==> src/rtl/jtag_types_pkg.sv <==
// Shared types and default opcode values for the JTAG instruction register.
package jtag_types_pkg;

  // Which test data register the current instruction selects.
  typedef enum logic [2:0] {
    SEL_BYPASS,
    SEL_IDCODE,
    SEL_SAMPLE,
    SEL_EXTEST,
    SEL_PRIVATE
  } instr_sel_t;

  // Default instruction length and opcode values.
  // The width-dependent opcodes are resized by the modules that use them.
  localparam int DEF_IR_WIDTH  = 5;
  localparam int DEF_OP_EXTEST = 0;
  localparam int DEF_OP_SAMPLE = 1;
  localparam int DEF_OP_IDCODE = 2;
  localparam int DEF_PRIV_LO   = 16;
  localparam int DEF_PRIV_HI   = 30;

  // Inclusive range test for the private opcode window.
  function automatic logic in_priv(int v, int lo, int hi);
    return (v >= lo) && (v <= hi);
  endfunction

endpackage

==> src/rtl/jtag_ir_decode.sv <==
// Combinational instruction decode.
// Produces the selected data register as an enum and as one-hot strobes.
// Unknown non-private opcodes fall back to BYPASS.
module jtag_ir_decode
  import jtag_types_pkg::*;
#(
  parameter int                  IR_WIDTH  = DEF_IR_WIDTH,
  parameter logic [IR_WIDTH-1:0] OP_EXTEST = IR_WIDTH'(DEF_OP_EXTEST),
  parameter logic [IR_WIDTH-1:0] OP_SAMPLE = IR_WIDTH'(DEF_OP_SAMPLE),
  parameter logic [IR_WIDTH-1:0] OP_IDCODE = IR_WIDTH'(DEF_OP_IDCODE),
  parameter int                  PRIV_LO   = DEF_PRIV_LO,
  parameter int                  PRIV_HI   = DEF_PRIV_HI
) (
  input  logic [IR_WIDTH-1:0] instr,
  output instr_sel_t          sel,
  output logic                sel_bypass,
  output logic                sel_idcode,
  output logic                sel_sample,
  output logic                sel_extest,
  output logic                sel_private
);

  localparam logic [IR_WIDTH-1:0] OP_BYPASS = '1;

  // Priority decode:
  //   1. all-ones always means BYPASS
  //   2. the public opcodes
  //   3. the private window
  //   4. anything else selects BYPASS
  always_comb begin
    sel = SEL_BYPASS;
    if (instr == OP_BYPASS)                      sel = SEL_BYPASS;
    else if (instr == OP_IDCODE)                 sel = SEL_IDCODE;
    else if (instr == OP_SAMPLE)                 sel = SEL_SAMPLE;
    else if (instr == OP_EXTEST)                 sel = SEL_EXTEST;
    else if (in_priv(32'(instr), PRIV_LO, PRIV_HI)) sel = SEL_PRIVATE;
  end

  // One-hot strobes follow directly from the enum, so exactly one is ever high.
  assign sel_bypass  = (sel == SEL_BYPASS);
  assign sel_idcode  = (sel == SEL_IDCODE);
  assign sel_sample  = (sel == SEL_SAMPLE);
  assign sel_extest  = (sel == SEL_EXTEST);
  assign sel_private = (sel == SEL_PRIVATE);

endmodule

==> src/rtl/jtag_ir_gen2.sv <==
// JTAG instruction register.
//   - Capture and shift happen on the TCK posedge.
//   - Update happens on the TCK negedge.
//   - Optional length checking on update.
//   - Private opcodes can be gated by priv_unlock.
//   - Sticky error flags record short shifts and denied private opcodes.
module jtag_ir_gen2
  import jtag_types_pkg::*;
#(
  parameter int                  IR_WIDTH   = DEF_IR_WIDTH,
  parameter int                  STRICT_LEN = 0,
  parameter int                  HAS_IDCODE = 1,
  parameter logic [IR_WIDTH-1:0] OP_EXTEST  = IR_WIDTH'(DEF_OP_EXTEST),
  parameter logic [IR_WIDTH-1:0] OP_SAMPLE  = IR_WIDTH'(DEF_OP_SAMPLE),
  parameter logic [IR_WIDTH-1:0] OP_IDCODE  = IR_WIDTH'(DEF_OP_IDCODE),
  parameter int                  PRIV_LO    = DEF_PRIV_LO,
  parameter int                  PRIV_HI    = DEF_PRIV_HI
) (
  input  logic                                      TCK,
  input  logic                                      TRST,
  input  logic                                      TDI,
  output logic                                      TDO,
  input  logic                                      ir_capture,
  input  logic                                      ir_shift,
  input  logic                                      ir_update,
  input  logic                                      tlr_reset,
  input  logic [((IR_WIDTH > 2) ? IR_WIDTH-2 : 1)-1:0] capture_status,
  input  logic                                      priv_unlock,
  input  logic                                      len_err_clr,
  output logic [IR_WIDTH-1:0]                       instr_out,
  output instr_sel_t                                instr_sel,
  output logic                                      sel_bypass,
  output logic                                      sel_idcode,
  output logic                                      sel_sample,
  output logic                                      sel_extest,
  output logic                                      sel_private,
  output logic                                      len_err,
  output logic                                      priv_denied
);

  localparam logic [IR_WIDTH-1:0] OP_BYPASS = '1;
  localparam logic [IR_WIDTH-1:0] RST_INSTR = (HAS_IDCODE != 0) ? OP_IDCODE : OP_BYPASS;
  localparam int                  CW        = $clog2(IR_WIDTH + 1);
  localparam logic [CW-1:0]       CNT_MAX   = CW'(IR_WIDTH);

  logic [IR_WIDTH-1:0] shift_reg;
  logic [IR_WIDTH-1:0] cap_val;
  logic [CW-1:0]       shift_cnt;

  // Each sticky flag is set on the negedge (update) and cleared on the posedge.
  // A pair of toggle flops, one per edge domain, implements this without a
  // multiply-driven register. The flag is high while the two toggles differ.
  logic len_set_tog, len_clr_tog;
  logic pd_set_tog,  pd_clr_tog;

  // Capture value: design status sits above the mandatory 01 pattern.
  // A 2-bit IR has no room for status.
  if (IR_WIDTH > 2) begin : g_cap_status
    assign cap_val = {capture_status, 2'b01};
  end else begin : g_cap_fixed
    assign cap_val = IR_WIDTH'(2'b01);
  end

  assign TDO = shift_reg[0];

  // Shift path.
  //   - Test-logic-reset overrides everything.
  //   - Capture beats shift.
  //   - The shift counter saturates at IR_WIDTH.
  always_ff @(posedge TCK or negedge TRST) begin
    if (!TRST) begin
      shift_reg <= OP_BYPASS;
      shift_cnt <= '0;
    end else if (tlr_reset) begin
      shift_reg <= OP_BYPASS;
      shift_cnt <= '0;
    end else if (ir_capture) begin
      shift_reg <= cap_val;
      shift_cnt <= '0;
    end else if (ir_shift) begin
      shift_reg <= {TDI, shift_reg[IR_WIDTH-1:1]};
      if (shift_cnt != CNT_MAX) shift_cnt <= shift_cnt + 1'b1;
    end
  end

  // Clear side of the sticky flags: snap each clear toggle to its set toggle.
  always_ff @(posedge TCK or negedge TRST) begin
    if (!TRST) begin
      len_clr_tog <= 1'b0;
      pd_clr_tog  <= 1'b0;
    end else if (len_err_clr) begin
      len_clr_tog <= len_set_tog;
      pd_clr_tog  <= pd_set_tog;
    end
  end

  // Update path. Possible outcomes:
  //   - a short shift is rejected (strict mode only);
  //   - a locked private opcode is replaced by BYPASS;
  //   - otherwise the shifted opcode is loaded.
  // Setting a flag forces its set toggle away from the clear toggle.
  always_ff @(negedge TCK or negedge TRST) begin
    if (!TRST) begin
      instr_out   <= RST_INSTR;
      len_set_tog <= 1'b0;
      pd_set_tog  <= 1'b0;
    end else if (tlr_reset) begin
      instr_out <= RST_INSTR;
    end else if (ir_update) begin
      if ((STRICT_LEN != 0) && (shift_cnt < CNT_MAX)) begin
        len_set_tog <= ~len_clr_tog;
      end else if (in_priv(32'(shift_reg), PRIV_LO, PRIV_HI) && !priv_unlock) begin
        instr_out  <= OP_BYPASS;
        pd_set_tog <= ~pd_clr_tog;
      end else begin
        instr_out <= shift_reg;
      end
    end
  end

  assign len_err     = len_set_tog ^ len_clr_tog;
  assign priv_denied = pd_set_tog ^ pd_clr_tog;

  jtag_ir_decode #(
    .IR_WIDTH (IR_WIDTH),
    .OP_EXTEST(OP_EXTEST),
    .OP_SAMPLE(OP_SAMPLE),
    .OP_IDCODE(OP_IDCODE),
    .PRIV_LO  (PRIV_LO),
    .PRIV_HI  (PRIV_HI)
  ) u_decode (
    .instr      (instr_out),
    .sel        (instr_sel),
    .sel_bypass (sel_bypass),
    .sel_idcode (sel_idcode),
    .sel_sample (sel_sample),
    .sel_extest (sel_extest),
    .sel_private(sel_private)
  );

endmodule

==> config.mk <==
export PLATFORM = sky130hd
export DESIGN_NAME = jtag_ir_gen2
export DESIGN_NICKNAME = d
export VERILOG_FILES = /design/src/rtl/jtag_types_pkg.sv /design/src/rtl/jtag_ir_decode.sv /design/src/rtl/jtag_ir_gen2.sv
export SDC_FILE = /design/constraint.sdc
export NUM_CORES = 1
export LEC_CHECK = 0
export ABC_AREA = 1
export CORE_MARGIN = 2
export CORE_UTILIZATION = 40
export DETAILED_ROUTE_END_ITERATION = 6
export GPL_ROUTABILITY_DRIVEN = 0
export PLACE_DENSITY = 0.76
export SETUP_SLACK_MARGIN = 0.02
export SYNTH_ARGS = -nofsm -noshare
export SYNTH_HDL_FRONTEND = slang
export SYNTH_SLANG_ARGS = --single-unit
==> constraint.sdc <==
create_clock -name TCK -period 1.7 [get_ports TCK]
set_clock_uncertainty 0.2 [all_clocks]
set_input_delay 0.17 -clock TCK [delete_from_list [all_inputs] [get_ports TCK]]
set_output_delay 0.17 -clock TCK [all_outputs]
set_load 0.02 [all_outputs]
==> impl_metrics.ini <==
[global_routing]
gr-total-overflow = 0
grt_pass1_vias = 781
antenna_found_initial = 0
grt_pass1_wl_um = 3070
grt_usage_pct = 21.8
grt_max_degree = 8

[worst_setup_path]
cp_slowest_cell = dfrtn_1
rr_startpoint = shift_reg[3]
ff2ff_path_depth = 5
cpMostUsedCell = buf_6
r2r_end = pd_set_tog
worstSetupEndpointType = output pin
max_stage_delay_ns = 0.45
path_cells = clkinv_2, buf_6, nor3_4, nor2_2, buf_4, buf_6
cp-start-kind = flip-flop
regToRegSetupSlack_ns = -0.44
crit_start = instr_out[2]
endpoint = instr_sel[2]
critPathKind = reg2out
cp.required_ns = 1.33
critPathMaxFanout = 2
cp.arrival_ns = 2.30

[clock_network]
cts.clk_slew.worst_paths_ns = 0.07
htreeDepth = 1
cts_buffer_depth = 2
cts_root_buf = clkbuf_4
numCtsBuffers = 3
cts_tree = yes
clkLatencyLatePin_ns = 0.28
numClockSinks = 12
holdBufCountCts = 0

[finish]
drive_gt1_share_pct = 56.3
synthToLayoutAreaGrowth_pct = 100
postLayoutCellArea_um2 = 1310
nets = 157
post-route-util_pct = 86.1
n_antenna_cell = 0
multiInputGateArea_um2 = 385
ff_latch_area_um2 = 308
final_cells = 160
fillers = 86

[synthesis]
syn_nets = 100
yosysWarnings = 1
synth.avg_cell_area_um2 = 7.45
ys_types = 23
seq_area_frac_synth_pct = 46.9
ys_ff_latch = 12
synthCells = 88
syn_area_um2 = 656

[drt]
dr_total_vias = 828
ant_nets = 0
drc = 0
wl_per_cell_um = 13.1
dr_wl_met2_um = 1190
via_per_inst = 5.18
drt-pass1-iter-count = 4
drt_iter0_markers = 14
wl_met3_um = 117
drt_wl_total_um = 2090
met1_length_um = 728
highest_layer = met4

[power_and_ir_drop]
p_per_area_nw_per_um2 = 808
p_leak_nw = 0.629
peakVddDrop_v = 0.000640

[status]
failed_checks = setup timing
status = finished with violations

[timing]
grt_setup_unrepaired = true
setup_viol = 21
hold_viol = 0
finalHoldWorstSlack_ns = 0.0788
worst_slack_ns = -0.969
setup_tns_ns = -12.29
maxSlewViolCount = 0

[placed_design]
post_dp_cell_area_um2 = 1120
dp_hpwl_um = 1300
port_buffers = 26
dp_cells = 149

[floorplan]
die_w_um = 44.5
num_rows = 14
start_util_pct = 43.0
die_area_um2 = 1980
core_area_um2 = 1520
pin_count = 28
die_y_um = 44.5

[job]
drv_cap = 0

[hold_path]
min_path_type = in2async
routing by layer:
layer  vias to the layer above  global-route usage (%)
met5                         -                       0
met2                        39                    41.7
met4                         0                    11.5
met1                       390                    21.4
met3                         7                    4.08
li1                        392                       -
power by group:
| part | internal, mW | switching, mW |
|---|---|---|
| Sequential | 0.328 | 0.0269 |
| Clock | 0.134 | 0.106 |
| Combinational | 0.241 | 0.225 |
| Total | 0.703 | 0.358 |
layout by cell type, fill, tap and decap left out, types with 2 or more instances in the layout:
cell,n
clkdlybuf4s50_1,11
clkinv_1,3
inv_2,5
nand2_1,12
o21ai_0,3
buf_6,21
o21ai_2,3
nor2_4,2
buf_4,17
nor4_2,2
nor2_1,6
nor3_4,2
nand2_2,7
nor2_2,3
clkbuf_4,3
buf_2,3
dfrtn_1,5
dfstp_2,6
o21ai_1,8
inv_1,8
cells by family (layout without fill, tap and decap cells):
kind of cell    Yosys count  after routing  synth area share [%]
xor+xnor                  1              1                  1.34
flops                    12             12                  46.9
simple gates             37             37                  25.0
compound gates           19             19                  15.3
other cells               1              1                 0.572
buf+inv                  18             74                  10.9
Yosys cell counts:
cell type  count  share of area [%]
nand4_1        1               0.95
a31oi_1        1               0.95
o21ai_0        3                2.3
inv_1          9                5.2
clkinv_1       4                2.3
nand2_1       19                 11
nor3_2         1                1.5
o22ai_1        1               0.95
a21oi_1        2                1.5
nor4_1         2                1.9
conb_1         1               0.57
xor2_1         1                1.3
dfrtn_1        5                 19
nor2_2         3                2.9
nand3_1        2                1.5
buf_4          1                1.1
dfstp_2        6                 24
dfrtp_1        1                3.8
nor3_1         1               0.76
o21ai_1       11                8.4
o211ai_1       1                1.1
inv_2          4                2.3
nor2_1         8                4.6
how the worst min path moves through the flow:
stage                             from      endpoint  slack, ns  depth (start not counted)
after global routing              TRST    pd_clr_tog       0.08                          2
final                             TRST    pd_clr_tog       0.08                          2
after global placement    shift_reg[4]  shift_reg[4]       0.27                          2
after detailed placement  shift_reg[4]  shift_reg[4]       0.27                          2
after floorplan                   TRST    pd_clr_tog      -0.33                          0
after CTS                         TRST    pd_clr_tog       0.06                          2
stage by stage:
step	setup WS (ns)	power (mW)
2_1_floorplan	-0.682	0.541
3_3_place_gp	-0.986	0.736
3_5_place_dp	-1.02	0.742
4_1_cts	-0.988	1.02
5_1_grt	-1.04	1.11
6_report	-0.969	1.06
critical path, delay by kind of cell (launching register included):
kind          cells  cell delay [ns]
simple gates      2             0.26
buf+inv           4             0.45
flops             1             0.45
what timing repair did:
| item | 4_1_cts | 5_1_grt |
|---|---|---|
| pin swaps | 7 | 4 |
| resized for setup | 95 | 15 |
| endpoints found under the setup margin | 22 | 21 |
| setup buffers | 5 | 5 |
final cells by class:
type / count / area share [%]
Clock inverter: 1 / 0.286
Clock buffer: 4 / 2.76
Sequential cell: 12 / 23.5
Inverter: 16 / 4.67
Tap cell: 16 / 1.53
Multi-Input combinational cell: 58 / 29.4
Timing Repair Buffer: 53 / 37.9
(Power assumes the default switching activity.)
